### src/rtl/dff_bank_arbiter.sv
// Round-robin two-requester sequencer for a DEPTH x WIDTH flip-flop bank (IDLE -> ACCESS -> RESP).
// Define DFF_BANK_LOCK_EN to add lock0/lock1, which keep ownership with one requester across transactions.
module dff_bank_arbiter #(
    parameter int WIDTH = 8,
    parameter int DEPTH = 4,
    parameter int AW    = 2
) (
    input  logic                     clk,
    input  logic                     rst_n,
    input  logic                     req0,
    input  logic                     we0,
    input  logic [AW-1:0]            addr0,
    input  logic [WIDTH-1:0]         wdata0,
    output logic                     ack0,
    output logic [WIDTH-1:0]         rdata0,
    input  logic                     req1,
    input  logic                     we1,
    input  logic [AW-1:0]            addr1,
    input  logic [WIDTH-1:0]         wdata1,
    output logic                     ack1,
    output logic [WIDTH-1:0]         rdata1,
`ifdef DFF_BANK_LOCK_EN
    input  logic                     lock0,
    input  logic                     lock1,
`endif
    output logic [1:0]               gnt,
    output logic [DEPTH-1:0]         st,
    output logic [WIDTH-1:0]         d,
    input  logic [DEPTH*WIDTH-1:0]   q,
    output logic                     busy
);

    typedef enum logic [1:0] {
        IDLE   = 2'd0,
        ACCESS = 2'd1,
        RESP   = 2'd2
    } state_t;

    state_t             state_reg, state_next;
    logic               owner_reg;
    logic               last_reg;
    logic               locked_reg;
    logic               we_reg;
    logic [AW-1:0]      addr_reg;
    logic [WIDTH-1:0]   wdata_reg;
    logic [WIDTH-1:0]   d_reg;
    logic [1:0]         gnt_reg;
    logic [WIDTH-1:0]   rdata0_reg, rdata1_reg;

    logic               grant;
    logic               winner;
    logic               win_we;
    logic [AW-1:0]      win_addr;
    logic [WIDTH-1:0]   win_wdata;
    logic               owner_req;
    logic               owner_lock;
    logic [WIDTH-1:0]   rd_word;
    logic [WIDTH-1:0]   q_word [DEPTH];

`ifdef DFF_BANK_LOCK_EN
    assign owner_lock = owner_reg ? lock1 : lock0;
`else
    assign owner_lock = 1'b0;
`endif

    assign owner_req = owner_reg ? req1 : req0;

    generate
        for (genvar gi = 0; gi < DEPTH; gi++) begin : g_word
            assign q_word[gi] = q[gi*WIDTH +: WIDTH];
            // Out-of-range addresses match no bit, so such writes are dropped here.
            assign st[gi] = (state_reg == ACCESS) && we_reg && (addr_reg == AW'(gi));
        end
    endgenerate

    // Reads return zero for writes and for addresses beyond the bank.
    always_comb begin
        rd_word = '0;
        for (int i = 0; i < DEPTH; i++) begin
            if (!we_reg && (addr_reg == AW'(i))) begin
                rd_word = q_word[i];
            end
        end
    end

    always_comb begin
        state_next = state_reg;
        grant      = 1'b0;
        winner     = 1'b0;
        case (state_reg)
            IDLE: begin
                if (locked_reg) begin
                    grant  = owner_req;
                    winner = owner_reg;
                end else if (req0 && (!req1 || last_reg)) begin
                    grant  = 1'b1;
                    winner = 1'b0;
                end else if (req1) begin
                    grant  = 1'b1;
                    winner = 1'b1;
                end
                if (grant) begin
                    state_next = ACCESS;
                end
            end
            ACCESS:  state_next = RESP;
            RESP:    state_next = IDLE;
            default: state_next = IDLE;
        endcase
    end

    always_comb begin
        win_we    = winner ? we1    : we0;
        win_addr  = winner ? addr1  : addr0;
        win_wdata = winner ? wdata1 : wdata0;
    end

    always_ff @(posedge clk) begin
        if (!rst_n) begin
            state_reg  <= IDLE;
            owner_reg  <= 1'b0;
            last_reg   <= 1'b1;
            locked_reg <= 1'b0;
            we_reg     <= 1'b0;
            addr_reg   <= '0;
            wdata_reg  <= '0;
            d_reg      <= '0;
            gnt_reg    <= 2'b00;
            rdata0_reg <= '0;
            rdata1_reg <= '0;
        end else begin
            state_reg <= state_next;
            case (state_reg)
                IDLE: begin
                    if (grant) begin
                        owner_reg <= winner;
                        we_reg    <= win_we;
                        addr_reg  <= win_addr;
                        wdata_reg <= win_wdata;
                        gnt_reg   <= winner ? 2'b10 : 2'b01;
                        // d only moves for writes that will actually strobe a word.
                        if (win_we && (int'(win_addr) < DEPTH)) begin
                            d_reg <= win_wdata;
                        end
                    end else if (locked_reg) begin
                        locked_reg <= 1'b0;
                        gnt_reg    <= 2'b00;
                    end
                end
                ACCESS: begin
                    if (owner_reg) begin
                        rdata1_reg <= rd_word;
                    end else begin
                        rdata0_reg <= rd_word;
                    end
                end
                RESP: begin
                    if (owner_lock) begin
                        locked_reg <= 1'b1;
                    end else begin
                        locked_reg <= 1'b0;
                        gnt_reg    <= 2'b00;
                        last_reg   <= owner_reg;
                    end
                end
                default: ;
            endcase
        end
    end

    assign gnt    = gnt_reg;
    assign d      = d_reg;
    assign busy   = (state_reg != IDLE);
    assign ack0   = (state_reg == RESP) && !owner_reg;
    assign ack1   = (state_reg == RESP) && owner_reg;
    assign rdata0 = rdata0_reg;
    assign rdata1 = rdata1_reg;

    // Keeps wdata_reg observable for anyone probing the latched transaction.
    logic unused_wdata;
    assign unused_wdata = ^wdata_reg;

endmodule
### config.mk
export PLATFORM = sky130hd
export DESIGN_NAME = dff_bank_arbiter
export DESIGN_NICKNAME = d
export VERILOG_FILES = /design/src/rtl/dff_bank_arbiter.sv
export SDC_FILE = /design/constraint.sdc
export NUM_CORES = 1
export LEC_CHECK = 0
export CELL_PAD_IN_SITES_DETAIL_PLACEMENT = 0
export CELL_PAD_IN_SITES_GLOBAL_PLACEMENT = 2
export CORE_MARGIN = 3
export CORE_UTILIZATION = 21
export DETAILED_ROUTE_END_ITERATION = 16
export HOLD_SLACK_MARGIN = 0.03
export PLACE_DENSITY = 0.9
export SLEW_MARGIN = 20
export SYNTH_ARGS = -nofsm -noshare
export SYNTH_HDL_FRONTEND = slang
export SYNTH_SLANG_ARGS = --single-unit
export TNS_END_PERCENT = 50
### constraint.sdc
create_clock -name clk -period 1.6 [get_ports clk]
set_input_delay 0.32 -clock clk [delete_from_list [all_inputs] [get_ports clk]]
set_output_delay 0.32 -clock clk [all_outputs]
set_load 0.01 [all_outputs]
-- After elaboration in Yosys (flattened, before gate mapping)
Cells that the tools add are included.
Widths: inputs -> output; s select.
- multiplexer cells: 24
- reductions and logical operators: 26
- bitwise logic cells: 1
- eq/ne operators: 8
- operator list (operator ; count):
    $mux 8 ; 5
    $logic_and 1x1->1 ; 12
    $mux 1 ; 11
    $mux 2 ; 5
    $reduce_and 2->1 ; 5
    $pmux 2 s2 ; 2
    $eq 2x2->1 const B ; 3
    $eq 2x1->1 const B ; 2
    $logic_not 2->1 ; 2
    $ne 2x2->1 const B ; 2
    $reduce_bool 2->1 ; 2
    $logic_not 1->1 ; 3
    $ne 3x3->1 const B ; 1
    $reduce_and 3->1 ; 1
    $pmux 1 s2 ; 1
    $logic_or 1x1->1 ; 1
    $not 1->1 ; 1
- input port bits: 58
- bits in registers: 34
- logic and storage cells: 69

-- Longest topological paths before layout
Gate-level depths: netlist of run 1.
- word-level depth: 9
- mapped depth: 5

-- Least setup slack after synthesis of run 1
OpenSTA, ideal clock, no wires.
- path type: reg-to-output
- from: reg state_reg[1]
- to: out st[0]
- required time: 1.280 ns
- arrival time: 0.968 ns
- path buffers: 0
- cell stages (with the launch flop): 4
- path slack: 0.312 ns
- path through: dfxtp_1 -> and2b_4 -> nand2_1 -> nor3_1
- longest elaborated chain between the ends: 3
- RTL lines (what ; line ; text):
    from (decl) ; 39 ; state_t state_reg, state_next;
    from (signal assigned) ; 132 ; state_reg <= state_next;
    $eq 2x1->1 ; 72 ; assign st[gi] = (state_reg == ACCESS) && we_reg && (addr_reg == AW'(gi));
    $logic_and 1x1->1 (2 in series) ; 72 ;
    to (decl) ; 27 ; output logic [DEPTH-1:0] st,
No other way between the ends.

-- Worst setup path after layout of run 1
- from: reg state_reg[1]
- to: out st[1]
Same word-level chain as after synthesis.

==> flow_summary_export.csv, run 1 <==
group,metric,value,unit
flow_run,max_cap_violations,0,
drt,drtIter0Drc,33,
clock_network,cts-htree-levels,2,
clock_network,cts_buffer_depth,2,
pwr,ir_worst_vdd,0.269,mV
final_layout,number_of_fillers_in_the_final_layout,740,
final_layout,final_non_filler_cell_total,351,
drt,drt-total-wl,4800,microns
synth,async_reset_ff_frac,0,
floorplan,floorplan.core_area,0.00691,sq mm
sta,min_period,1.57,ns
synth,postSynth.topFlopCell,"dfxtp_1",
synth,count_of_flip_flops_with_a_built_in_enable_after_synthesis,0,
synth,synth_compound_area_frac,0.285,
sta,maxSlewViolCount,0,
floorplan,die_x,91.0,microns
clock_network,cts.sink_count,33,
grt,antenna_found_initial,0,
synth,synth-seq-area-share,0.435,
drt,ant_nets,0,
synth,mappedNetlistNets,202,
floorplan,die-area,0.00828,sq mm
sta,final.setup_skew,0.00561,ns
place,port_buffers,90,
synth,yosys.cell_count.top_type,"dfxtp_1",
synth,synth.area.mux_share,0.106,
sta,fmax,0.637,GHz
final_layout,nNetsFinal,313,
synth,main_combinational_cell_family_by_area_after_synthesis,"compound AO/OA/AOI/OAI gates",
synth,synth_simple_gate_area_frac,0.146,
drt,drtPass1Iterations,4,
synth,synthAdderAreaFrac,0,
floorplan,die_y,91.0,microns
final_layout,multi_input_comb_area,822,sq um
drt,wl_per_cell,13.7,microns
clock_network,clk_pin_slew,0.06,ns
worst_setup_path,critPathArrivalTime,1.25,ns
floorplan,placementRows,30,
final_layout,diodes,0,
grt,grt_pass1_wl,7620,microns
final_layout,final_layout_size_suffix_gt1_frac,0.196,
drt,route.detailed.drc,0,
floorplan,initial_core_util,0.220,
pwr,power_density,778,mW/mm^2
synth,mean_instance_size_in_the_synthesized_netlist,10.5,sq um
run_status,status,"finished, final reports clean",
pwr,static_leakage_power,1.03,nW
place,placement_stage_cell_area,0.00266,sq mm
worst_setup_path,critical_path.startpoint_type,"register",
grt,pin_count_of_the_biggest_net_entering_global_routing,13,
synth,syn_area,0.00152,sq mm
sta,setup_viol_count_final,0,
sta,fin_crit_sh,0.982,
clock_network,clk_latency,0.28,ns
floorplan,ioPinCount,91,
final_layout,postLayoutCellArea,0.00274,sq mm
synth,synth_largest_type_area_fraction,0.435,
synth,synthXorXnorAreaFrac,0,
grt,grt_pass1_vias,1564,
drt,drt-vias-per-instance,4.36,
synth,synth.top_cells.by_area,"dfxtp_1 44%, mux2i_1 11%, a22o_1 9.2%",
synth,synth.largest_area_cell,"dfxtp_1",
synth,post_synth_inst_count,144,
sta,tightestPinTransition,0.581,ns
worst_setup_path,cp_max_fo,3,
place,numPlacedInstances,344,
grt,global_route.usage.total,0.115,
clock_network,clock_tree.root_cell,"clkbuf_8",
sta,timing.final.hold_violations,0,
synth,synth_seq_cells,33,
drt,dr_total_vias,1530,
final_layout,regArea,662,sq um
clock_network,post_cts.repair.setup_buffers,0,
clock_network,cts_made_buffers,5,
worst_hold_path,hold_path.class,"reg2reg",
clock_network,tritoncts,"built",
synth,ys_types,32,
final_layout,area_growth_syn_to_layout,80.5,%
place,hpwl,3880,microns
sta,timing.max_slew.rel_slack,0.610,
worst_setup_path,path_class,"reg2out",
place,gp_congestion,0.803,
worst_setup_path,critPathCaptureType,"output port",
worst_setup_path,cp.required,1.28,ns
synth,netlist_top_cells_count,"33 x dfxtp_1, 16 x a22o_1, 16 x mux2i_1, 11 x nor2_1",
sta,rsz0062_at_grt,"yes",
synth,yosysWarnings,0,
grt,globalRouteOverflowTotal,0,
layout make-up:
| type | count | share of cell area |
|---|---|---|
| well taps | 96 | 0.0439 |
| multi-input cells | 101 | 0.300 |
| flip-flops and latches | 33 | 0.242 |
| clock buffers | 7 | 0.0315 |
| repair buffers | 110 | 0.377 |
| inverters | 4 | 0.00548 |
per-layer routing:
layer / GRT usage / wire [microns] / up-vias
met5: 0 / 0 / -
met2: 0.188 / 2270 / 51
li1: - / - / 774
met4: 0.0490 / 82 / 0
met3: 0.0307 / 296 / 7
met1: 0.142 / 2150 / 698
worst max-delay path, cell delays in order (launching register included):
cell	delay (ns)
dfxtp_1	0.31
and2b_4	0.25
nand3_1	0.09
nor2_1	0.10
clkdlybuf4s15_2	0.23
where the power goes:
part / switching (mW) / internal (mW) / total (mW)
Clock: 0.277 / 0.341 / 0.618
Sequential: 0.0373 / 0.880 / 0.917
Combinational: 0.242 / 0.354 / 0.597
logic make-up (layout without fill, tap and decap cells):
family                 after synthesis  in the layout
and+or+nand+nor                     33             33
buffers and inverters               10            121
muxes                               16             16
DFF                                 33             33
AOI/OAI and AO/OA                   52             52
metrics by stage:
stage	setup TNS (ns)	hold WS, ns	power, mW	setup WS [ns]	utilization
after detailed placement	-2.17	0.455	1.54	-0.101	0.385
after floorplan	0	0.468	1.19	0.312	-
after global routing	-0.0981	0.490	2.24	-0.0345	0.397
after CTS	0	0.469	2.16	0.00281	0.397
final	0	0.464	2.13	0.0293	0.397
after global placement	-1.71	0.447	1.54	-0.0805	0.385
layout by cell type (no fill, tap or decap), drive strengths merged:
cell and n:
buf 23, o21ai 2, a222oi 2, clkdlybuf4s15 3, a211o 1, or2 1, nor2 12, and2b 1
and3 2, clkbuf 8, nand2b 4, o22ai 8, a21oi 5, inv 4, dfxtp 33, nand4 2
o21bai 1, a22o 16, clkdlybuf4s50 83, o221a 8, a31oi 1, mux2i 16, nand3 2, o21a 8
nand2 5, nor3 4
worst paths after layout:
| path | from | endpoint | slack (ns) | cells past startpoint |
|---|---|---|---|---|
| min | d[3] | d[3] | 0.46 | 1 |
| max | state_reg[1] | st[1] | 0.03 | 4 |
| min reg2reg | d[3] | d[3] | 0.46 | 1 |
| max reg2reg | state_reg[1] | rdata1[6] | 0.18 | 4 |
timing repair:
| action | in CTS | in global routing |
|---|---|---|
| gates resized for setup | 22 | 4 |
| endpoints found under the setup margin | 7 | 6 |
| hold buffers | 0 | 0 |
| pin swaps | 1 | 0 |
No activity file was read; power rests on OpenSTA's default activity.
==> run 2: changes to the inputs <==
--- a/config.mk
+++ b/config.mk
@@ -9,6 +9,7 @@
 export CELL_PAD_IN_SITES_GLOBAL_PLACEMENT = 2
 export CORE_MARGIN = 3
 export CORE_UTILIZATION = 21
+export CTS_CLUSTER_SIZE = 28
 export DETAILED_ROUTE_END_ITERATION = 16
 export HOLD_SLACK_MARGIN = 0.03
 export PLACE_DENSITY = 0.9
==> results of run 2 <==
Same layout as run 1: the final DEF is identical, and so are final timing and power.
